[src/rtl/conv_tile_sched_pkg.sv]
// Shared definitions for the conv tile scheduler.
// Holds the scheduler state encoding (also exported on the debug state
// output) and the default width of tile counts and coordinates.
package conv_tile_sched_pkg;

    localparam int CNT_W_DEFAULT = 8;

    typedef enum logic [1:0] {
        ST_IDLE  = 2'd0,
        ST_ISSUE = 2'd1,
        ST_WAIT  = 2'd2
    } state_t;

endpackage

[src/rtl/conv_tile_sched_if.sv]
// Signal bundle between kernel control / conv engine and the tile scheduler.
//   master : kernel control + engine side (drives op_start, cfg_*, wbuf_full,
//            tile_done; observes tile_start, tile_x/y/oc, busy, end_conv,
//            cfg_err, dbg_state)
//   slave  : the scheduler
//
// Handshake semantics: every event is a one-cycle pulse sampled on the rising
// clock edge. op_start is accepted only while busy=0. tile_start issues a tile
// only when wbuf_full was 0 at the issuing edge; the tile is complete at the
// first edge after that tile_start where tile_done=1 (tile_done during the
// tile_start cycle itself counts). tile_done outside a pending tile is dropped.
interface conv_tile_sched_if
    import conv_tile_sched_pkg::*;
#(
    parameter int CNT_W = CNT_W_DEFAULT
) ();

    logic             op_start;
    logic [CNT_W-1:0] cfg_tiles_x;
    logic [CNT_W-1:0] cfg_tiles_y;
    logic [CNT_W-1:0] cfg_oc_groups;
    logic             wbuf_full;
    logic             tile_done;
    logic             tile_start;
    logic [CNT_W-1:0] tile_x;
    logic [CNT_W-1:0] tile_y;
    logic [CNT_W-1:0] tile_oc;
    logic             busy;
    logic             end_conv;
    logic             cfg_err;
    state_t           dbg_state;

    modport master (
        output op_start, cfg_tiles_x, cfg_tiles_y, cfg_oc_groups, wbuf_full, tile_done,
        input  tile_start, tile_x, tile_y, tile_oc, busy, end_conv, cfg_err, dbg_state
    );

    modport slave (
        input  op_start, cfg_tiles_x, cfg_tiles_y, cfg_oc_groups, wbuf_full, tile_done,
        output tile_start, tile_x, tile_y, tile_oc, busy, end_conv, cfg_err, dbg_state
    );

endinterface

[src/rtl/conv_tile_sched_tile_coord_cnt.sv]
// tile_coord_cnt: three-level nested wrap counter over (x, y, oc).
// x is innermost, oc outermost. Coordinates are registers so they are directly
// usable as registered scheduler outputs.
//   clear            : force all coordinates to 0 (start of a job)
//   advance          : step to the next tile in x, y, oc order
//   cnt_x/cnt_y/cnt_oc : latched tile counts (non-zero while advancing)
//   x, y, oc         : current tile coordinates
//   is_last          : combinational, current tile is the final one of the job
module tile_coord_cnt
    import conv_tile_sched_pkg::*;
#(
    parameter int CNT_W = CNT_W_DEFAULT
) (
    input  logic             clk,
    input  logic             rst_n,
    input  logic             clear,
    input  logic             advance,
    input  logic [CNT_W-1:0] cnt_x,
    input  logic [CNT_W-1:0] cnt_y,
    input  logic [CNT_W-1:0] cnt_oc,
    output logic [CNT_W-1:0] x,
    output logic [CNT_W-1:0] y,
    output logic [CNT_W-1:0] oc,
    output logic             is_last
);

    localparam logic [CNT_W-1:0] ONE = CNT_W'(1);

    logic x_wrap;
    logic y_wrap;
    logic oc_wrap;

    // Comparing against count-1 keeps everything CNT_W wide, so a count of
    // 2^CNT_W-1 never needs the coordinate to reach 2^CNT_W.
    assign x_wrap  = (x == cnt_x - ONE);
    assign y_wrap  = (y == cnt_y - ONE);
    assign oc_wrap = (oc == cnt_oc - ONE);
    assign is_last = x_wrap && y_wrap && oc_wrap;

    always_ff @(posedge clk or negedge rst_n) begin
        if (!rst_n) begin
            x  <= '0;
            y  <= '0;
            oc <= '0;
        end else if (clear) begin
            x  <= '0;
            y  <= '0;
            oc <= '0;
        end else if (advance) begin
            if (x_wrap) begin
                x <= '0;
                if (y_wrap) begin
                    y  <= '0;
                    oc <= oc + ONE;
                end else begin
                    y <= y + ONE;
                end
            end else begin
                x <= x + ONE;
            end
        end
    end

endmodule

[src/rtl/conv_tile_sched.sv]
// conv_tile_sched: walks the output space of one kernel invocation in tiles.
// One op_start starts a job; each tile is issued with a tile_start pulse and
// coordinates, then the scheduler waits for tile_done. Issue is held off while
// wbuf_full is high. A single end_conv pulse marks the end of the job; a zero
// tile count ends the job immediately and raises the sticky cfg_err.
//   clk, rst_n : clock, asynchronous active-low reset
//   bus        : slave side of conv_tile_sched_if (all outputs registered,
//                dbg_state exposes the FSM state)
module conv_tile_sched
    import conv_tile_sched_pkg::*;
#(
    parameter int CNT_W = CNT_W_DEFAULT
) (
    input  logic             clk,
    input  logic             rst_n,
    conv_tile_sched_if.slave bus
);

    state_t           state_q, state_d;
    logic             tile_start_q, tile_start_d;
    logic             end_conv_q, end_conv_d;
    logic             busy_q, busy_d;
    logic             cfg_err_q, cfg_err_d;
    logic [CNT_W-1:0] tx_q, ty_q, toc_q;
    logic             latch_cfg;
    logic             cnt_clear;
    logic             cnt_advance;
    logic             cfg_zero;
    logic             is_last;
    logic [CNT_W-1:0] coord_x, coord_y, coord_oc;

    assign cfg_zero = (bus.cfg_tiles_x == '0) || (bus.cfg_tiles_y == '0) ||
                      (bus.cfg_oc_groups == '0);

    tile_coord_cnt #(.CNT_W(CNT_W)) u_coord (
        .clk     (clk),
        .rst_n   (rst_n),
        .clear   (cnt_clear),
        .advance (cnt_advance),
        .cnt_x   (tx_q),
        .cnt_y   (ty_q),
        .cnt_oc  (toc_q),
        .x       (coord_x),
        .y       (coord_y),
        .oc      (coord_oc),
        .is_last (is_last)
    );

    always_comb begin
        state_d      = state_q;
        tile_start_d = 1'b0;
        end_conv_d   = 1'b0;
        busy_d       = busy_q;
        cfg_err_d    = cfg_err_q;
        latch_cfg    = 1'b0;
        cnt_clear    = 1'b0;
        cnt_advance  = 1'b0;
        case (state_q)
            ST_IDLE: begin
                if (bus.op_start) begin
                    latch_cfg = 1'b1;
                    cnt_clear = 1'b1;
                    if (cfg_zero) begin
                        // Degenerate job: report and finish without issuing.
                        cfg_err_d  = 1'b1;
                        end_conv_d = 1'b1;
                    end else begin
                        cfg_err_d = 1'b0;
                        busy_d    = 1'b1;
                        state_d   = ST_ISSUE;
                    end
                end
            end
            ST_ISSUE: begin
                if (!bus.wbuf_full) begin
                    tile_start_d = 1'b1;
                    state_d      = ST_WAIT;
                end
            end
            ST_WAIT: begin
                if (bus.tile_done) begin
                    if (is_last) begin
                        end_conv_d = 1'b1;
                        busy_d     = 1'b0;
                        state_d    = ST_IDLE;
                    end else begin
                        cnt_advance = 1'b1;
                        state_d     = ST_ISSUE;
                    end
                end
            end
            default: state_d = ST_IDLE;
        endcase
    end

    always_ff @(posedge clk or negedge rst_n) begin
        if (!rst_n) begin
            state_q      <= ST_IDLE;
            tile_start_q <= 1'b0;
            end_conv_q   <= 1'b0;
            busy_q       <= 1'b0;
            cfg_err_q    <= 1'b0;
            tx_q         <= '0;
            ty_q         <= '0;
            toc_q        <= '0;
        end else begin
            state_q      <= state_d;
            tile_start_q <= tile_start_d;
            end_conv_q   <= end_conv_d;
            busy_q       <= busy_d;
            cfg_err_q    <= cfg_err_d;
            if (latch_cfg) begin
                tx_q  <= bus.cfg_tiles_x;
                ty_q  <= bus.cfg_tiles_y;
                toc_q <= bus.cfg_oc_groups;
            end
        end
    end

    assign bus.tile_start = tile_start_q;
    assign bus.tile_x     = coord_x;
    assign bus.tile_y     = coord_y;
    assign bus.tile_oc    = coord_oc;
    assign bus.busy       = busy_q;
    assign bus.end_conv   = end_conv_q;
    assign bus.cfg_err    = cfg_err_q;
    assign bus.dbg_state  = state_q;

endmodule

[src/flat_wrapper.sv]
// flat-port wrapper written by rule: the top's interface ports become plain ports
module conv_tile_sched_flat import conv_tile_sched_pkg::*;
#(
    parameter int CNT_W = CNT_W_DEFAULT
)
  (clk, rst_n, bus_op_start, bus_cfg_tiles_x, bus_cfg_tiles_y, bus_cfg_oc_groups, bus_wbuf_full, bus_tile_done, bus_tile_start, bus_tile_x, bus_tile_y, bus_tile_oc, bus_busy, bus_end_conv, bus_cfg_err, bus_dbg_state);
  conv_tile_sched_if #(.CNT_W(CNT_W)) bus_i ();
  input  logic clk;
  input  logic rst_n;
  input wire logic [$bits(bus_i.op_start)-1:0] bus_op_start;
  input wire logic [$bits(bus_i.cfg_tiles_x)-1:0] bus_cfg_tiles_x;
  input wire logic [$bits(bus_i.cfg_tiles_y)-1:0] bus_cfg_tiles_y;
  input wire logic [$bits(bus_i.cfg_oc_groups)-1:0] bus_cfg_oc_groups;
  input wire logic [$bits(bus_i.wbuf_full)-1:0] bus_wbuf_full;
  input wire logic [$bits(bus_i.tile_done)-1:0] bus_tile_done;
  output wire logic [$bits(bus_i.tile_start)-1:0] bus_tile_start;
  output wire logic [$bits(bus_i.tile_x)-1:0] bus_tile_x;
  output wire logic [$bits(bus_i.tile_y)-1:0] bus_tile_y;
  output wire logic [$bits(bus_i.tile_oc)-1:0] bus_tile_oc;
  output wire logic [$bits(bus_i.busy)-1:0] bus_busy;
  output wire logic [$bits(bus_i.end_conv)-1:0] bus_end_conv;
  output wire logic [$bits(bus_i.cfg_err)-1:0] bus_cfg_err;
  output wire logic [$bits(bus_i.dbg_state)-1:0] bus_dbg_state;
  assign bus_i.op_start = bus_op_start;
  assign bus_i.cfg_tiles_x = bus_cfg_tiles_x;
  assign bus_i.cfg_tiles_y = bus_cfg_tiles_y;
  assign bus_i.cfg_oc_groups = bus_cfg_oc_groups;
  assign bus_i.wbuf_full = bus_wbuf_full;
  assign bus_i.tile_done = bus_tile_done;
  assign bus_tile_start = bus_i.tile_start;
  assign bus_tile_x = bus_i.tile_x;
  assign bus_tile_y = bus_i.tile_y;
  assign bus_tile_oc = bus_i.tile_oc;
  assign bus_busy = bus_i.busy;
  assign bus_end_conv = bus_i.end_conv;
  assign bus_cfg_err = bus_i.cfg_err;
  assign bus_dbg_state = bus_i.dbg_state;
  conv_tile_sched #(.CNT_W(CNT_W)) u_core (.clk(clk), .rst_n(rst_n), .bus(bus_i));
endmodule
[config.mk]
export PLATFORM = sky130hd
export DESIGN_NAME = conv_tile_sched_flat
export DESIGN_NICKNAME = d
export VERILOG_FILES = /design/src/rtl/conv_tile_sched_pkg.sv /design/src/rtl/conv_tile_sched_if.sv /design/src/rtl/conv_tile_sched_tile_coord_cnt.sv /design/src/rtl/conv_tile_sched.sv /design/src/flat_wrapper.sv
export SDC_FILE = /design/constraint.sdc
export NUM_CORES = 1
export LEC_CHECK = 0
export CELL_PAD_IN_SITES_DETAIL_PLACEMENT = 1
export CELL_PAD_IN_SITES_GLOBAL_PLACEMENT = 2
export CORE_MARGIN = 10
export CORE_UTILIZATION = 31
export CTS_CLUSTER_DIAMETER = 100
export CTS_CLUSTER_SIZE = 14
export DETAILED_ROUTE_END_ITERATION = 10
export PLACE_DENSITY_LB_ADDON = 0.12
export SLEW_MARGIN = 20
export SYNTH_ARGS = -nofsm -noshare
export SYNTH_HDL_FRONTEND = slang
export SYNTH_HIERARCHICAL = 1
export SYNTH_SLANG_ARGS = --single-unit
[constraint.sdc]
create_clock -name clk -period 3.9 [get_ports clk]
set_input_delay 0.39 -clock clk [delete_from_list [all_inputs] [get_ports clk]]
set_output_delay 0.39 -clock clk [all_outputs]
set_load 0.05 [all_outputs]
# Word level (Yosys, flattened, before mapping)
# Cells that the tools add are included.
[totals] reg_bits=54 in_bits=29
[op_classes] addsub=6 eq_ne=10 n_mux=34 reduce_logical=17
[op_table] op="$mux W8" n=11
[op_table] op="$add A8 B1 Y8 const B" n=3
[op_table] op="$eq A8 B8 Y1" n=3
[op_table] op="$logic_not A8 Y1" n=3
[op_table] op="$sub A8 B1 Y8 const B" n=3
[op_table] op="$mux W1" n=16
[op_table] op="$mux W2" n=4
[op_table] op="$ne A2 B2 Y1 const B" n=4
[op_table] op="$reduce_bool A2 Y1" n=4
[op_table] op="$pmux W2 S3" n=1
[op_table] op="$reduce_and A5 Y1" n=1
[op_table] op="$pmux W1 S2" n=2
[op_table] op="$reduce_and A2 Y1" n=2
[op_table] op="$reduce_and A4 Y1" n=1
[op_table] op="$reduce_and A3 Y1" n=1
[op_table] op="$eq A2 B1 Y1 const B" n=1
[op_table] op="$eq A2 B2 Y1 const B" n=1
[op_table] op="$logic_and A1 B1 Y1" n=2
[op_table] op="$logic_not A2 Y1" n=1
[op_table] op="$logic_or A1 B1 Y1" n=2
[op_table] op="$ne A2 B1 Y1 const B" n=1

# Longest topological paths before layout
# Gate-level depths: netlist of the first run.
[logic_depth] ltp_word=9 ltp_mapped=15 ltp_nobuf=15

# Cells and area by module
# The synthesis of the first run kept the hierarchy.
[modules_own_cells] module="tile_coord_cnt" n_inst=1 cells_each=251 area_per_inst_um2=2222.1 seq_area_each_um2=600.6
[modules_own_cells] module="conv_tile_sched" n_inst=1 cells_each=82 area_per_inst_um2=1297.5 seq_area_each_um2=750.7

# Worst setup path after synthesis of the first run
# No wires, ideal clock.
[synth_path] path_kind="register to register" from="register u_core.u_coord.oc[7]" to="register u_core.u_coord.oc[2]" setup_time_ns=0.125 t_arrival_ns=3.781 t_required_ns=3.775 path_slack_ns=-0.006 path_stages_with_launch=13 n_path_buf=1 period_less_slack_ns=3.906 path_cell_list="dfrtp_1 -> xor2_1 -> xnor2_1 -> a32o_1 -> a221oi_1 -> or4b_1 -> nor4_1 -> nor4_1 -> inv_1 -> or4_4 -> buf_4 -> nor4b_1 -> mux2_2"
[synth_via] elab_chain_len=7
[synth_lines] element="from (decl)" line_no="conv_tile_sched_tile_coord_cnt.sv:23" text="output logic [CNT_W-1:0] oc,"
[synth_lines] element="from (signal assigned)" line_no="conv_tile_sched_tile_coord_cnt.sv:54" text="oc <= oc + ONE;"
[synth_lines] element="$eq A8 B8 Y1" line_no="conv_tile_sched_tile_coord_cnt.sv:37" text="assign oc_wrap = (oc == cnt_oc - ONE);"
[synth_lines] element="$logic_and A1 B1 Y1" line_no="conv_tile_sched_tile_coord_cnt.sv:38" text="assign is_last = x_wrap && y_wrap && oc_wrap;"
[synth_lines] element="via u_core.is_last" line_no="conv_tile_sched.sv:29" text="logic is_last;"
[synth_lines] element="$mux W1" line_no="conv_tile_sched.sv:82" text="if (is_last) begin"
[synth_lines] element="$mux W1" line_no="conv_tile_sched.sv:81" text="if (bus.tile_done) begin"
[synth_lines] element="$mux W1" line_no="conv_tile_sched.sv:58" text="case (state_q)"
[synth_lines] element="via u_core.cnt_advance" line_no="conv_tile_sched.sv:27" text="logic cnt_advance;"
[synth_lines] element="$reduce_bool A2 Y1 (no source line)"
[synth_lines] element="$reduce_and A3 Y1 (no source line)"
# The timed path passes the listed nets, and every way through them passes these cells.
# A chain may end at the register's enable or synchronous reset.

# Worst setup path after layout of the first run
[layout_path] from="register u_core.tx_q[0]" to="register u_core.u_coord.x[7]"
[layout_via] elab_chain_len=8 word_cells_on_any_way=11
[layout_lines] element="from (decl)" line_no="conv_tile_sched.sv:24" text="logic [CNT_W-1:0] tx_q, ty_q, toc_q;"
[layout_lines] element="from (signal assigned)" line_no="conv_tile_sched.sv:113" text="tx_q <= bus.cfg_tiles_x;"
[layout_lines] element="$sub A8 B1 Y8" line_no="conv_tile_sched_tile_coord_cnt.sv:35" text="assign x_wrap = (x == cnt_x - ONE);"
[layout_lines] element="$eq A8 B8 Y1" line_no="conv_tile_sched_tile_coord_cnt.sv:35"
[layout_lines] element="$logic_and A1 B1 Y1 (2 in a row)" line_no="conv_tile_sched_tile_coord_cnt.sv:38"
[layout_lines] element="via u_core.is_last" line_no="conv_tile_sched.sv:29"
[layout_lines] element="$mux W1" line_no="conv_tile_sched.sv:82"
[layout_lines] element="$mux W1" line_no="conv_tile_sched.sv:81"
[layout_lines] element="$mux W1" line_no="conv_tile_sched.sv:58"
[layout_lines] element="via u_core.cnt_advance" line_no="conv_tile_sched.sv:27"
[layout_lines] element="$reduce_bool A2 Y1 (no source line)"
[layout_lines] element="to (signal assigned)" line_no="conv_tile_sched_tile_coord_cnt.sv:59" text="x <= x + ONE;"
[layout_lines] element="to (decl)" line_no="conv_tile_sched_tile_coord_cnt.sv:21" text="output logic [CNT_W-1:0] x,"
# The timed path passes the listed nets, and every way through them passes these cells. The select of a mux whose other input is x is not followed.

==> results.json, run 1 <==
{
  "status": "completed",
  "drc_errors": 0,
  "p_leak_nw": 1.833,
  "filler_cell_count": 1205,
  "first_global_vias": 3023,
  "m1WireLength_mm": 4.637,
  "setup_slack_ns": 0.2770,
  "initialDrtViolationCount": 113,
  "diodes": 0,
  "yosysTopAreaCell": "dfrtp_1",
  "hp-class": "in -> async",
  "avgSynthCellArea_sq_um": 10.57,
  "synth-adder-area-share": 0.02133,
  "synth-simple-area-share": 0.2439,
  "synth_top_area_share": 0.3839,
  "numPortBuffers": 58,
  "vias": 2852,
  "grt_max_degree": 58,
  "core_area_sq_um": 10980,
  "synth_top_family_by_area": "simple AND/OR/NAND/NOR gates",
  "pre_cts_ws_ns": 0.1897,
  "gr-total-overflow": 0,
  "rsz0062_at_grt": "false",
  "synth_area_sq_um": 3520,
  "tns_ns": 0,
  "clockBufferDepth": 2,
  "h-tree-depth": 2,
  "ys_top_cells_by_area": "dfrtp_1, mux2_4, xnor2_1, mux2_2, xor2_1",
  "worstPathMaxFanout": 5,
  "crit_path_start_kind": "register",
  "synth-edff-count": 0,
  "fin_crit_sh": 0.9290,
  "ys_warn_count": 6,
  "worst_setup_path_end_kind": "register",
  "ant_nets": 0,
  "core.rowCount": 38,
  "r2r.worst_path.cells": 16,
  "wire_per_inst_um": 18.67,
  "max_freq_mhz": 276.0,
  "yosysSeqAreaShare": 0.3839,
  "cts_tree": "built",
  "initial_core_util": 0.3205,
  "dr_wl_met3_um": 563,
  "cts_hold_buf": 0,
  "gp_congestion": 0.7797,
  "power-per-cell-area_nw_per_um2": 632.3,
  "crit_start": "u_core/tx_q[0]$_DFFE_PN0P_",
  "synth_mux_area_frac": 0.1219,
  "synth_compound_area_frac": 0.1034,
  "cts.clk_slew.worst_paths_ns": 0.07,
  "fp.dieArea_sq_um": 16020,
  "grt_pass1_wl_mm": 16.40,
  "fin_skew_ns": 0.009046,
  "cts.sinks": 54,
  "synth_nets": 368,
  "max_slew_margin": 0.4858,
  "dp_hpwl_mm": 7.276,
  "met2_length_mm": 4.843,
  "clock_latency_ns": 0.29,
  "area_delta_synth_final_pct": 28.23,
  "synthDistinctLibCells": 63,
  "die_w_um": 126.6,
  "hold_viol": 0,
  "cts_buffers": 5,
  "finalSetupViolCount": 0,
  "layout.nets": 436,
  "ys_async_sr_fraction": 1.000,
  "critPathKind": "reg -> reg",
  "critPathArrivalTime_ns": 3.78,
  "syn_inst": 333,
  "drtPass1Iterations": 4,
  "ir_worst_vdd_mv": 0.2778,
  "dp_cells": 526,
  "required_ns": 4.06,
  "drive_above_1_share": 0.1891,
  "min_period_ns": 3.623,
  "worstReg2RegStart": "u_core/tx_q[0]$_DFFE_PN0P_",
  "pin_count": 59,
  "antenna_found_initial": 0,
  "wl_mm": 10.12,
  "die_h_um": 126.6,
  "final_cells": 542,
  "grtUsageTotal": 0.1224,
  "synth_flop_cell": "dfrtp_1",
  "synth_xor_xnor_area_share": 0.08212,
  "dr.max_layer_used": "met4",
  "vias_per_cell": 5.262,
  "ys_ff_latch": 54,
  "report.final.slew_viol_count": 0,
  "maxCapViolCount": 0,
  "tightest_slew_ns": 0.7714,
  "root_buffer": "clkbuf_16"
}
## cells by family after synthesis
logic type | count (synthesis)
simple gates | 132
flops | 54
compound gates | 49
xor+xnor | 33
mux | 33
buf+inv | 26
fa+ha+maj | 6
## cell usage after synthesis (all sizes together) (3+ instances only)
| library cell | n |
|---|---|
| a211o | 3 |
| a21oi | 8 |
| a31oi | 6 |
| a32o | 3 |
| and3 | 3 |
| buf | 6 |
| clkbuf | 8 |
| dfrtp | 54 |
| ha | 6 |
| inv | 12 |
| mux2 | 31 |
| nand2 | 18 |
| nand3 | 15 |
| nand4 | 7 |
| nor2 | 22 |
| nor2b | 10 |
| nor3 | 15 |
| nor3b | 4 |
| nor4 | 14 |
| o211ai | 3 |
| o21ai | 10 |
| or4b | 3 |
| xnor2 | 22 |
| xor2 | 11 |
## critical path, stage by stage (launching register included)
cell      delay, ns
dfrtp_1        0.42
inv_1          0.06
ha_1           0.30
xnor2_1        0.13
nor2_1         0.13
o211ai_1       0.17
or3_4          0.45
or4b_1         0.53
nor4_2         0.33
nor4_1         0.11
buf_4          0.17
o21a_1         0.17
nand3_1        0.13
nor2_1         0.09
nand3_1        0.11
xor2_1         0.15
nor3_1         0.06
## registers in the layout, summed over array words and instances, names as in the netlist
register	flops
u_core/ty_q	8
u_core/bus.tile_start	1
u_core/u_coord/oc	8
u_core/bus.dbg_state	2
u_core/u_coord/y	8
u_core/u_coord/x	8
u_core/tx_q	8
u_core/bus.end_conv	1
u_core/bus.busy	1
u_core/bus.cfg_err	1
u_core/toc_q	8
## metal layers
layer,vias to the layer above,GRT usage
met1,1438,0.1510
met5,-,0
li1,1362,-
met2,47,0.2035
met4,0,0.02679
met3,5,0.03915
## cells in the final DEF, fill, tap and decap left out, drive strengths merged, types with 2 or more instances in the layout
cell,instances
clkdlybuf4s50,57
dfrtp,54
mux2,31
nor2,22
xnor2,22
nand2,18
buf,16
nand3,15
nor3,15
nor4,14
inv,12
xor2,11
o21ai,10
nor2b,10
clkbuf,9
a21oi,8
nand4,7
a31oi,6
ha,6
nor3b,4
and3,3
o211ai,3
a32o,3
a211o,3
or4,3
or4b,3
o21a,2
and2,2
nor4b,2
nand2b,2
or2,2
mux2i,2
o31ai,2
nand4bb,2
or4bb,2
a32oi,2
## per-stage QoR
step,utilization,area (sq um),hold WS [ns],power [mW]
global route,0.4109,4513,0.2274,3.071
finish,0.4109,4513,0.1693,2.854
global placement,0.3870,4250,0.4711,2.289
CTS,0.4021,4417,0.2069,2.828
floorplan,-,3521,0.09441,1.938
detailed placement,0.3870,4250,0.4846,2.309
## where the power goes
part	switching, mW	internal (mW)	leakage [nW]
clock	0.205	0.291	0.0832
sequential	0.220	0.723	0.682
combinational	0.759	0.655	1.07
## final cells by class
type	instances	area, sq um	area share
multi-input cells	254	2066	0.4577
repair buffers	74	708.2	0.1569
flip-flops and latches	54	1353	0.2997
well taps	140	175.2	0.03881
inverters	12	45.04	0.009981
clock buffers	8	166.4	0.03687
## repair_timing
item	4_1_cts	5_1_grt
resized for setup	0	6
setup buffers	0	7
setup endpoints to repair	0	17
## worst paths after layout
check,slack (ns),to
min in group clk,0.50,u_core/bus.busy$_DFFE_PN0P_
worst max register to register,0.28,u_core/u_coord/x[7]$_DFFE_PN0P_
worst min-delay path,0.17,u_core/u_coord/y[4]$_DFFE_PN0P_
worst max-delay path,0.28,u_core/u_coord/x[7]$_DFFE_PN0P_
worst min register to register,0.50,u_core/bus.busy$_DFFE_PN0P_
max in group asynchronous,2.91,u_core/tx_q[1]$_DFFE_PN0P_
(Power assumes the default switching activity.)
==> inputs of run 2 (changes only) <==
Settings changed: CTS_CLUSTER_SIZE 14 to default.
==> results of run 2 <==
Final layout, timing and power as in run 1 (identical DEF).
